[src/rtl/inst_mem_ctrl.sv]
// Instruction-memory sequencer: turns loader bytes into single-cycle write strobes and
// serves aligned word fetches once a program is loaded. The loader always wins arbitration.
module inst_mem_ctrl #(
  parameter int unsigned DEPTH  = 128,
  parameter int unsigned ADDR_W = 8,
  parameter int unsigned WORD_W = 32
) (
  input  logic              i_clk,
  input  logic              i_rst,
  input  logic              i_prog_start,
  input  logic [ADDR_W-1:0] i_prog_base,
  input  logic              i_prog_valid,
  input  logic [7:0]        i_prog_byte,
  input  logic              i_prog_done,
  output logic              o_prog_ready,
  output logic              o_prog_err,
  output logic [ADDR_W-1:0] o_byte_count,
  output logic              o_loaded,
  input  logic              i_fetch_req,
  input  logic [ADDR_W-1:0] i_fetch_addr,
  output logic              o_fetch_valid,
  output logic [WORD_W-1:0] o_fetch_data,
  output logic              o_fetch_err,
  output logic [ADDR_W-1:0] o_mem_address,
  output logic [7:0]        o_mem_data,
  output logic              o_mem_cs,
  input  logic [WORD_W-1:0] i_mem_data,
  output logic              o_busy
);

  typedef enum logic [2:0] {StIdle, StLoad, StWrite, StHold, StFetch} state_e;

  localparam logic [ADDR_W:0] DepthExt = (ADDR_W+1)'(DEPTH);

  state_e              state_q, state_d;
  logic [ADDR_W-1:0]   ptr_q, ptr_d;
  logic [ADDR_W-1:0]   count_q, count_d;
  logic                err_q, err_d;
  logic                loaded_q, loaded_d;
  logic                pend_q, pend_d;
  logic [ADDR_W-1:0]   addr_q, addr_d;
  logic [7:0]          wdata_q, wdata_d;
  logic                cs_q, cs_d;
  logic                ready_q, ready_d;
  logic                busy_q, busy_d;
  logic                fvalid_q, fvalid_d;
  logic                ferr_q, ferr_d;
  logic [WORD_W-1:0]   fdata_q, fdata_d;

  logic                ptr_in_range;
  logic [ADDR_W:0]     fetch_end;
  logic                fetch_ok;

  // Range checks are done one bit wider so addresses near the top cannot wrap.
  assign ptr_in_range = {1'b0, ptr_q} < DepthExt;
  assign fetch_end    = {1'b0, i_fetch_addr} + (ADDR_W+1)'(3);
  assign fetch_ok     = loaded_q && (i_fetch_addr[1:0] == 2'b00) && (fetch_end < DepthExt);

  always_ff @(posedge i_clk or posedge i_rst) begin
    if (i_rst) begin
      state_q  <= StIdle;
      ptr_q    <= '0;
      count_q  <= '0;
      err_q    <= 1'b0;
      loaded_q <= 1'b0;
      pend_q   <= 1'b0;
      addr_q   <= '0;
      wdata_q  <= '0;
      cs_q     <= 1'b0;
      ready_q  <= 1'b0;
      busy_q   <= 1'b0;
      fvalid_q <= 1'b0;
      ferr_q   <= 1'b0;
      fdata_q  <= '0;
    end else begin
      state_q  <= state_d;
      ptr_q    <= ptr_d;
      count_q  <= count_d;
      err_q    <= err_d;
      loaded_q <= loaded_d;
      pend_q   <= pend_d;
      addr_q   <= addr_d;
      wdata_q  <= wdata_d;
      cs_q     <= cs_d;
      ready_q  <= ready_d;
      busy_q   <= busy_d;
      fvalid_q <= fvalid_d;
      ferr_q   <= ferr_d;
      fdata_q  <= fdata_d;
    end
  end

  always_comb begin
    state_d = state_q;
    unique case (state_q)
      StIdle: begin
        if (i_prog_start)                state_d = StLoad;
        else if (i_fetch_req && fetch_ok) state_d = StFetch;
      end
      StLoad: begin
        if (i_prog_start)      state_d = StLoad;
        else if (i_prog_valid) begin
          if (ptr_in_range)     state_d = StWrite;
          else if (i_prog_done) state_d = StIdle;
        end else if (i_prog_done) begin
          state_d = StIdle;
        end
      end
      StWrite: state_d = StHold;
      StHold:  state_d = pend_q ? StIdle : StLoad;
      StFetch: state_d = StIdle;
      default: state_d = StIdle;
    endcase
  end

  always_comb begin
    ptr_d    = ptr_q;
    count_d  = count_q;
    err_d    = err_q;
    loaded_d = loaded_q;
    pend_d   = pend_q;
    addr_d   = addr_q;
    wdata_d  = wdata_q;
    fvalid_d = 1'b0;
    ferr_d   = 1'b0;
    fdata_d  = fdata_q;
    unique case (state_q)
      StIdle, StLoad: begin
        if (i_prog_start) begin
          ptr_d    = i_prog_base;
          addr_d   = i_prog_base;
          count_d  = '0;
          err_d    = 1'b0;
          loaded_d = 1'b0;
          pend_d   = 1'b0;
        end else if (state_q == StIdle) begin
          if (i_fetch_req) begin
            if (fetch_ok) begin
              addr_d = i_fetch_addr;
            end else begin
              fvalid_d = 1'b1;
              ferr_d   = 1'b1;
              fdata_d  = '0;
            end
          end
        end else if (i_prog_valid) begin
          if (ptr_in_range) begin
            wdata_d = i_prog_byte;
            pend_d  = i_prog_done;
          end else begin
            // A dropped byte still honours a coincident done.
            err_d    = 1'b1;
            loaded_d = loaded_q | i_prog_done;
          end
        end else if (i_prog_done) begin
          loaded_d = 1'b1;
        end
      end
      StWrite: ;
      StHold: begin
        ptr_d  = ptr_q + 1'b1;
        addr_d = ptr_q + 1'b1;
        if ({1'b0, count_q} < DepthExt) count_d = count_q + 1'b1;
        if (pend_q) begin
          loaded_d = 1'b1;
          pend_d   = 1'b0;
        end
      end
      StFetch: begin
        fdata_d  = i_mem_data;
        fvalid_d = 1'b1;
      end
      default: ;
    endcase
    // Strobe/status flags follow the state being entered so they are registered outputs.
    cs_d    = (state_d == StWrite);
    ready_d = (state_d == StLoad);
    busy_d  = (state_d != StIdle);
  end

  assign o_prog_ready  = ready_q;
  assign o_prog_err    = err_q;
  assign o_byte_count  = count_q;
  assign o_loaded      = loaded_q;
  assign o_fetch_valid = fvalid_q;
  assign o_fetch_data  = fdata_q;
  assign o_fetch_err   = ferr_q;
  assign o_mem_address = addr_q;
  assign o_mem_data    = wdata_q;
  assign o_mem_cs      = cs_q;
  assign o_busy        = busy_q;

endmodule

[config.mk]
export PLATFORM = sky130hd
export DESIGN_NAME = inst_mem_ctrl
export DESIGN_NICKNAME = d
export VERILOG_FILES = /design/src/rtl/inst_mem_ctrl.sv
export SDC_FILE = /design/constraint.sdc
export NUM_CORES = 1
export LEC_CHECK = 0
export ABC_CLOCK_PERIOD_IN_PS = 2430
export BUFFER_PORTS_ARGS = -buffer_cell sky130_fd_sc_hd__buf_2
export CAP_MARGIN = 5
export CORE_MARGIN = 2
export CORE_UTILIZATION = 40
export CTS_CLUSTER_DIAMETER = 100
export DETAILED_ROUTE_END_ITERATION = 8
export PLACE_DENSITY = 0.69
export REMOVE_ABC_BUFFERS = 1
export SYNTH_ARGS = -nofsm -noshare
export SYNTH_HDL_FRONTEND = slang
export SYNTH_SLANG_ARGS = --single-unit
[constraint.sdc]
create_clock -name i_clk -period 2.43 [get_ports i_clk]
set_input_delay 0.243 -clock i_clk [delete_from_list [all_inputs] [get_ports i_clk]]
set_output_delay 0.243 -clock i_clk [all_outputs]
set_load 0.1 [all_outputs]
==> run summary, run 1 <==
Die Y = 94.84 um
synth unique cells = 45
worst hold-check path type = input port to flip-flop
DRC = 0
count of clock tree sinks = 75
Seq/Total Area, Yosys = 56.86%
clock transition at the registers of the reported paths = 0.08 ns
synthesized area = 3301 um2
vias in the first global route = 2511
Post-CTS Resized = 0
commonest non-fill, non-tap cell in the layout = buf_2
die footprint = 8995 um2
kind of critical path = flip-flop to flip-flop
final total power = 3.803 mW
P_leak = 2.212 nW
Main synth FF type = dfrtp_1
final core occ = 52.15%
final setup fails = 0
Setup crit end kind = flip-flop
root buf cell = clkbuf_8
status = finished, final reports clean
worst path arrival time = 2.29 ns
Worst Max-Slew Pin Slew = 1.130 ns
Post-synth EDFFs = 0
ratio of cells with drive above 1 in the final layout = 39.62%
critical path startpoint category = flip-flop
Placed Cells incl. Taps = 507
drt initial violations = 118
worst setup margin = 0.4107 ns
post-synth top area share = 56.86%
Worst Setup SP = state_q[1]
Core Area = 8093 um2
Final Hold Viols = 0
global-route wire length before repair = 12.41 mm
Post-Syn Area per Cell = 11.50 um2
Post-CTS Setup Bufs = 0
Worst Hold Depth = 2
Synth area leader = dfrtp_1
Placer Congestion = 0.8061
row count = 33
fin cells = 524
Total GRT Usage = 17.88%
GR Overflow Total = 0
top cells by area, synth = dfrtp_1, a22o_1, mux2_2
power density over the cells = 901.1 nW/um2
Nets = 478
Worst Clk Skew = 0.008098 ns
flops & latches, synth = 75
Synthesis Warnings = 0
Vias = 2781
RSZ-0062 raised after global routing = false
drt wl/cell = 15.28 um
1st-pass router iterations = 4
die width = 94.84 um
antenna violations before repair = 0
Fmax = 495.2 MHz
minimum clock period = 2.019 ns
drt via density = 5.307
Gate Count Post-Synth = 287
CP Max Fanout = 32
r2r endpoint = o_fetch_data[5]
hold_buf cts = 1
H-tree depth = 3
final antenna-violating net count = 0
Peak VDD IR = 0.3943 mV
ys async rst share = 100.0%
relative slew slack = 24.67%
highest-count cells in the layout ignoring fill and taps = buf_2, dfrtp_1, a22o_1, nor2_1, nand2_1
final WL = 8.007 mm
fin. max-slew vios = 0
CTS tree = done
Design Area, Final = 4220 um2
Hold WS = 0.1230 ns
post-DP HPWL = 5.825 mm
Fin Setup TNS = 0 ns
Post-Place Setup Slack = 0.4657 ns
Reg2Reg Depth = 3
Clock Tree Buf Depth = 2
Hold Startpoint = i_mem_data[20]
# diodes = 0
largest net degree at the start of global routing = 34
period utilization = 83.10%
PortBufs = 124
r2r startpoint = state_q[1]
end point of the critical path = o_fetch_data[5]
clk_lat worst skew = 0.34 ns
max_cap viols = 0
Num CTS Buffers = 9
R2R setup slack = 0.41 ns
worst path required time = 2.70 ns
Initial Util = 40.79%
layout overhead on the synthesized area = 27.86%
I/O pin count = 125
Placed Area = 4040 um2
==> layer usage <==
layer	GRT usage, %	vias up	wire, um
met1	25.12	1310	3628
met3	4.230	12	772
met4	6.884	0	101
li1	-	1303	-
met2	26.77	156	3504
met5	0	-	0
==> report_power, final <==
group          total [mW]  internal (mW)  leakage, nW  switching, mW
logic                1.45          0.298         1.15           1.16
clock network       0.839          0.371       0.0822          0.469
registers            1.51           1.40        0.982          0.111
total                3.80           2.07         2.21           1.74
==> kinds of logic (layout without fill, tap and decap cells) <==
logic type      after synthesis  after routing  share of synthesized area [%]
flops                        75             75                          56.86
xor+xnor                      7              7                          1.858
buf+inv                      25            157                          3.336
simple gates                 77             77                          12.36
mux                          18             18                          5.838
fa+ha+maj                     2              2                         0.7580
compound gates               83             83                          18.99
==> worst max-delay path, cell delays in order, from the launching register on <==
cell and delay, ns:
dfrtp_1 0.54, nor2_1 0.20, and2_1 0.90, a22o_1 0.29
==> synth_stat cells (2+ instances only) <==
cell type and number:
xor2_1 3, mux2_2 10, or4_1 3, a211oi_1 3, a311oi_1 2, a31oi_1 3, dfrtp_1 75, nand2_1 20
a221o_1 3, nor2b_1 3, inv_1 7, xnor2_1 4, a21o_1 2, buf_2 7, nor3_1 2, nand3_1 9
a2bb2oi_1 2, nor3b_1 3, nand2b_1 6, ha_1 2, a22o_1 34, mux2i_1 8, o21ai_0 11, clkbuf_1 10
nor2_1 21, o211ai_1 3, a21oi_1 11, o21a_1 2, and3_1 2
==> sequential cells by signal (all words and copies together) (netlist names) <==
signal and cells:
o_byte_count 8, o_fetch_err 1, o_loaded 1, o_prog_err 1, o_fetch_valid 1, o_mem_address 8
pend_q 1, o_mem_data 8, o_mem_cs 1, o_prog_ready 1, state_q 3, o_busy 1
ptr_q 8, o_fetch_data 32
==> cell type report <==
type | count | area, um2
clock buffers | 10 | 127.6
clock inverters | 6 | 42.54
fillers | 739 | 3872
inverters | 7 | 26.28
multi-input cells | 187 | 1318
flip-flops and latches | 75 | 1877
well taps | 105 | 131.4
repair buffers | 134 | 698.2
==> worst min-delay path by stage <==
stage,endpoint
floorplan,o_fetch_data[0]
global placement,o_fetch_data[0]
detailed placement,o_fetch_data[19]
CTS,o_fetch_data[20]
global route,o_fetch_data[27]
finish,o_fetch_data[20]
Power figures use the tool's default switching activity.
==> run 2, diff against run 1 <==
--- a/config.mk
+++ b/config.mk
@@ -5,7 +5,7 @@
 export SDC_FILE = /design/constraint.sdc
 export NUM_CORES = 1
 export LEC_CHECK = 0
-export ABC_CLOCK_PERIOD_IN_PS = 2430
+export ABC_CLOCK_PERIOD_IN_PS = 1950
 export BUFFER_PORTS_ARGS = -buffer_cell sky130_fd_sc_hd__buf_2
 export CAP_MARGIN = 5
 export CORE_MARGIN = 2
==> constraint.sdc (replaced) <==
create_clock -name i_clk -period 1.95 [get_ports i_clk]
set_input_delay 0.195 -clock i_clk [delete_from_list [all_inputs] [get_ports i_clk]]
set_output_delay 0.195 -clock i_clk [all_outputs]
set_load 0.1 [all_outputs]
==> run summary, run 2 (synthesis results as in run 1) <==
status = finished, final reports clean
hold_buf cts = 1 (unchanged)
worst setup margin = 0.1183 ns (-0.2924 ns)
relative slew slack = 45.07% (+20 points)
critical path startpoint category = flip-flop
Fmax = 545.9 MHz (+10%)
worst path arrival time = 2.06 ns (-0.23 ns)
Initial Util = 40.79% (unchanged)
Placer Congestion = 0.8940 (+11%)
drt wl/cell = 15.21 um (-0.46%)
worst hold-check path type = input port to flip-flop
max_cap viols = 0 (unchanged)
r2r startpoint = state_q[1]
largest net degree at the start of global routing = 76 (+120%)
antenna violations before repair = 0 (unchanged)
Total GRT Usage = 17.66% (-0.21 points)
global-route wire length before repair = 12.12 mm (-2.4%)
power density over the cells = 1207 nW/um2 (+34%)
period utilization = 93.93% (+11 points)
Worst Hold Depth = 2 (unchanged)
clk_lat worst skew = 0.34 ns (about the same)
Placed Cells incl. Taps = 508 (+0.20%)
kind of critical path = flip-flop to flip-flop
drt initial violations = 102 (-14%)
I/O pin count = 125 (unchanged)
Post-Place Setup Slack = 0.1229 ns (-0.3428 ns)
Final Hold Viols = 0 (unchanged)
RSZ-0062 raised after global routing = false
ratio of cells with drive above 1 in the final layout = 39.86% (+0.24 points)
layout overhead on the synthesized area = 31.61%
PortBufs = 124 (unchanged)
final setup fails = 0 (unchanged)
Post-CTS Resized = 0 (unchanged)
Worst Clk Skew = 0.006681 ns (-0.001418 ns)
Placed Area = 4073 um2 (+0.81%)
Hold WS = 0.07840 ns (-0.04460 ns)
Core Area = 8093 um2 (unchanged)
Nets = 479 (+0.21%)
fin cells = 524 (unchanged)
Fin Setup TNS = 0 ns (unchanged)
# diodes = 0 (unchanged)
vias in the first global route = 2462 (-2.0%)
final total power = 5.245 mW (+38%)
Clock Tree Buf Depth = 2 (unchanged)
P_leak = 2.277 nW (+2.9%)
clock transition at the registers of the reported paths = 0.08 ns (about the same)
Peak VDD IR = 0.5924 mV (+50%)
die footprint = 8995 um2 (unchanged)
die width = 94.84 um (unchanged)
r2r endpoint = o_mem_data[4]
Reg2Reg Depth = 4 (+1)
CP Max Fanout = 9 (-72%)
R2R setup slack = 0.12 ns (-0.29 ns)
Worst Max-Slew Pin Slew = 0.8224 ns (-0.3075 ns)
Num CTS Buffers = 9 (unchanged)
Hold Startpoint = i_mem_data[20]
Setup crit end kind = flip-flop
fin. max-slew vios = 0 (unchanged)
CTS tree = done
row count = 33 (unchanged)
drt via density = 5.239 (-1.3%)
final WL = 7.970 mm (-0.46%)
1st-pass router iterations = 4 (unchanged)
DRC = 0 (unchanged)
count of clock tree sinks = 75 (unchanged)
minimum clock period = 1.832 ns (-0.1876 ns)
final core occ = 53.68% (+1.5 points)
commonest non-fill, non-tap cell in the layout = buf_2
Die Y = 94.84 um (unchanged)
Post-CTS Setup Bufs = 0 (unchanged)
worst path required time = 2.18 ns (-0.52 ns)
post-DP HPWL = 5.760 mm (-1.1%)
highest-count cells in the layout ignoring fill and taps = buf_2, dfrtp_1, a22o_1, nor2_1, nand2_1
GR Overflow Total = 0 (unchanged)
Vias = 2745 (-1.3%)
Fill cells = 728 (-1.5%)
Design Area, Final = 4344 um2 (+2.9%)
area of the multi-input gates = 1318 um2 (unchanged)
max reg flops = 32 (unchanged)
hold-critical path endpoint = o_fetch_data[20]
Seq. cell area = 1877 um2 (unchanged)
H-tree depth = 3 (unchanged)
root buf cell = clkbuf_8
final antenna-violating net count = 0 (unchanged)
-- run 2: cell types whose count changed in the layout (fill, tap and decap cells not counted) --
cell and change:
buf_4 -1, clkbuf_1 -1, clkinv_4 -1, clkinv_2 -2, bufinv_16 +4, buf_12 +2
inv_6 +1, clkinvlp_4 -2
-- run 2: routing by layer --
layer	track usage [%]	wire (um)	vias to the layer above
met1	23.55	3576	1283
met5	0	0	-
met3	4.629	710	16
met4	7.367	150	0
met2	27.36	3532	130
li1	-	-	1316
-- run 2: worst max-delay path by stage --
stage,from,to,cells after the start
6_report,state_q[1],o_mem_data[4],4
5_1_grt,state_q[1],ptr_q[4],4
4_1_cts,state_q[1],o_mem_data[4],4
3_5_place_dp,state_q[1],o_mem_data[4],4
3_3_place_gp,state_q[1],ptr_q[5],4
2_1_floorplan,o_loaded,o_fetch_data[0],4
-- run 2: critical path, cell delays in order (launching register included) --
cell	delay, ns
dfrtp_1	0.47
buf_4	0.20
nor2_1	0.24
nand3_1	0.41
mux2_2	0.41
-- run 2: report_power, final --
group,switching [mW],total [mW],internal (mW)
clock network,0.560,1.54,0.979
registers,0.135,1.88,1.74
logic,1.45,1.83,0.376
total,2.15,5.25,3.10
-- run 2: cell type report --
cell class	count	area share [%]
multi-input combinational	187	30.33
sequential	75	43.20
clock buffer	9	2.851
inverter	7	0.6048
tap	105	3.024
clock inverter	6	3.168
timing repair buffer	135	16.82
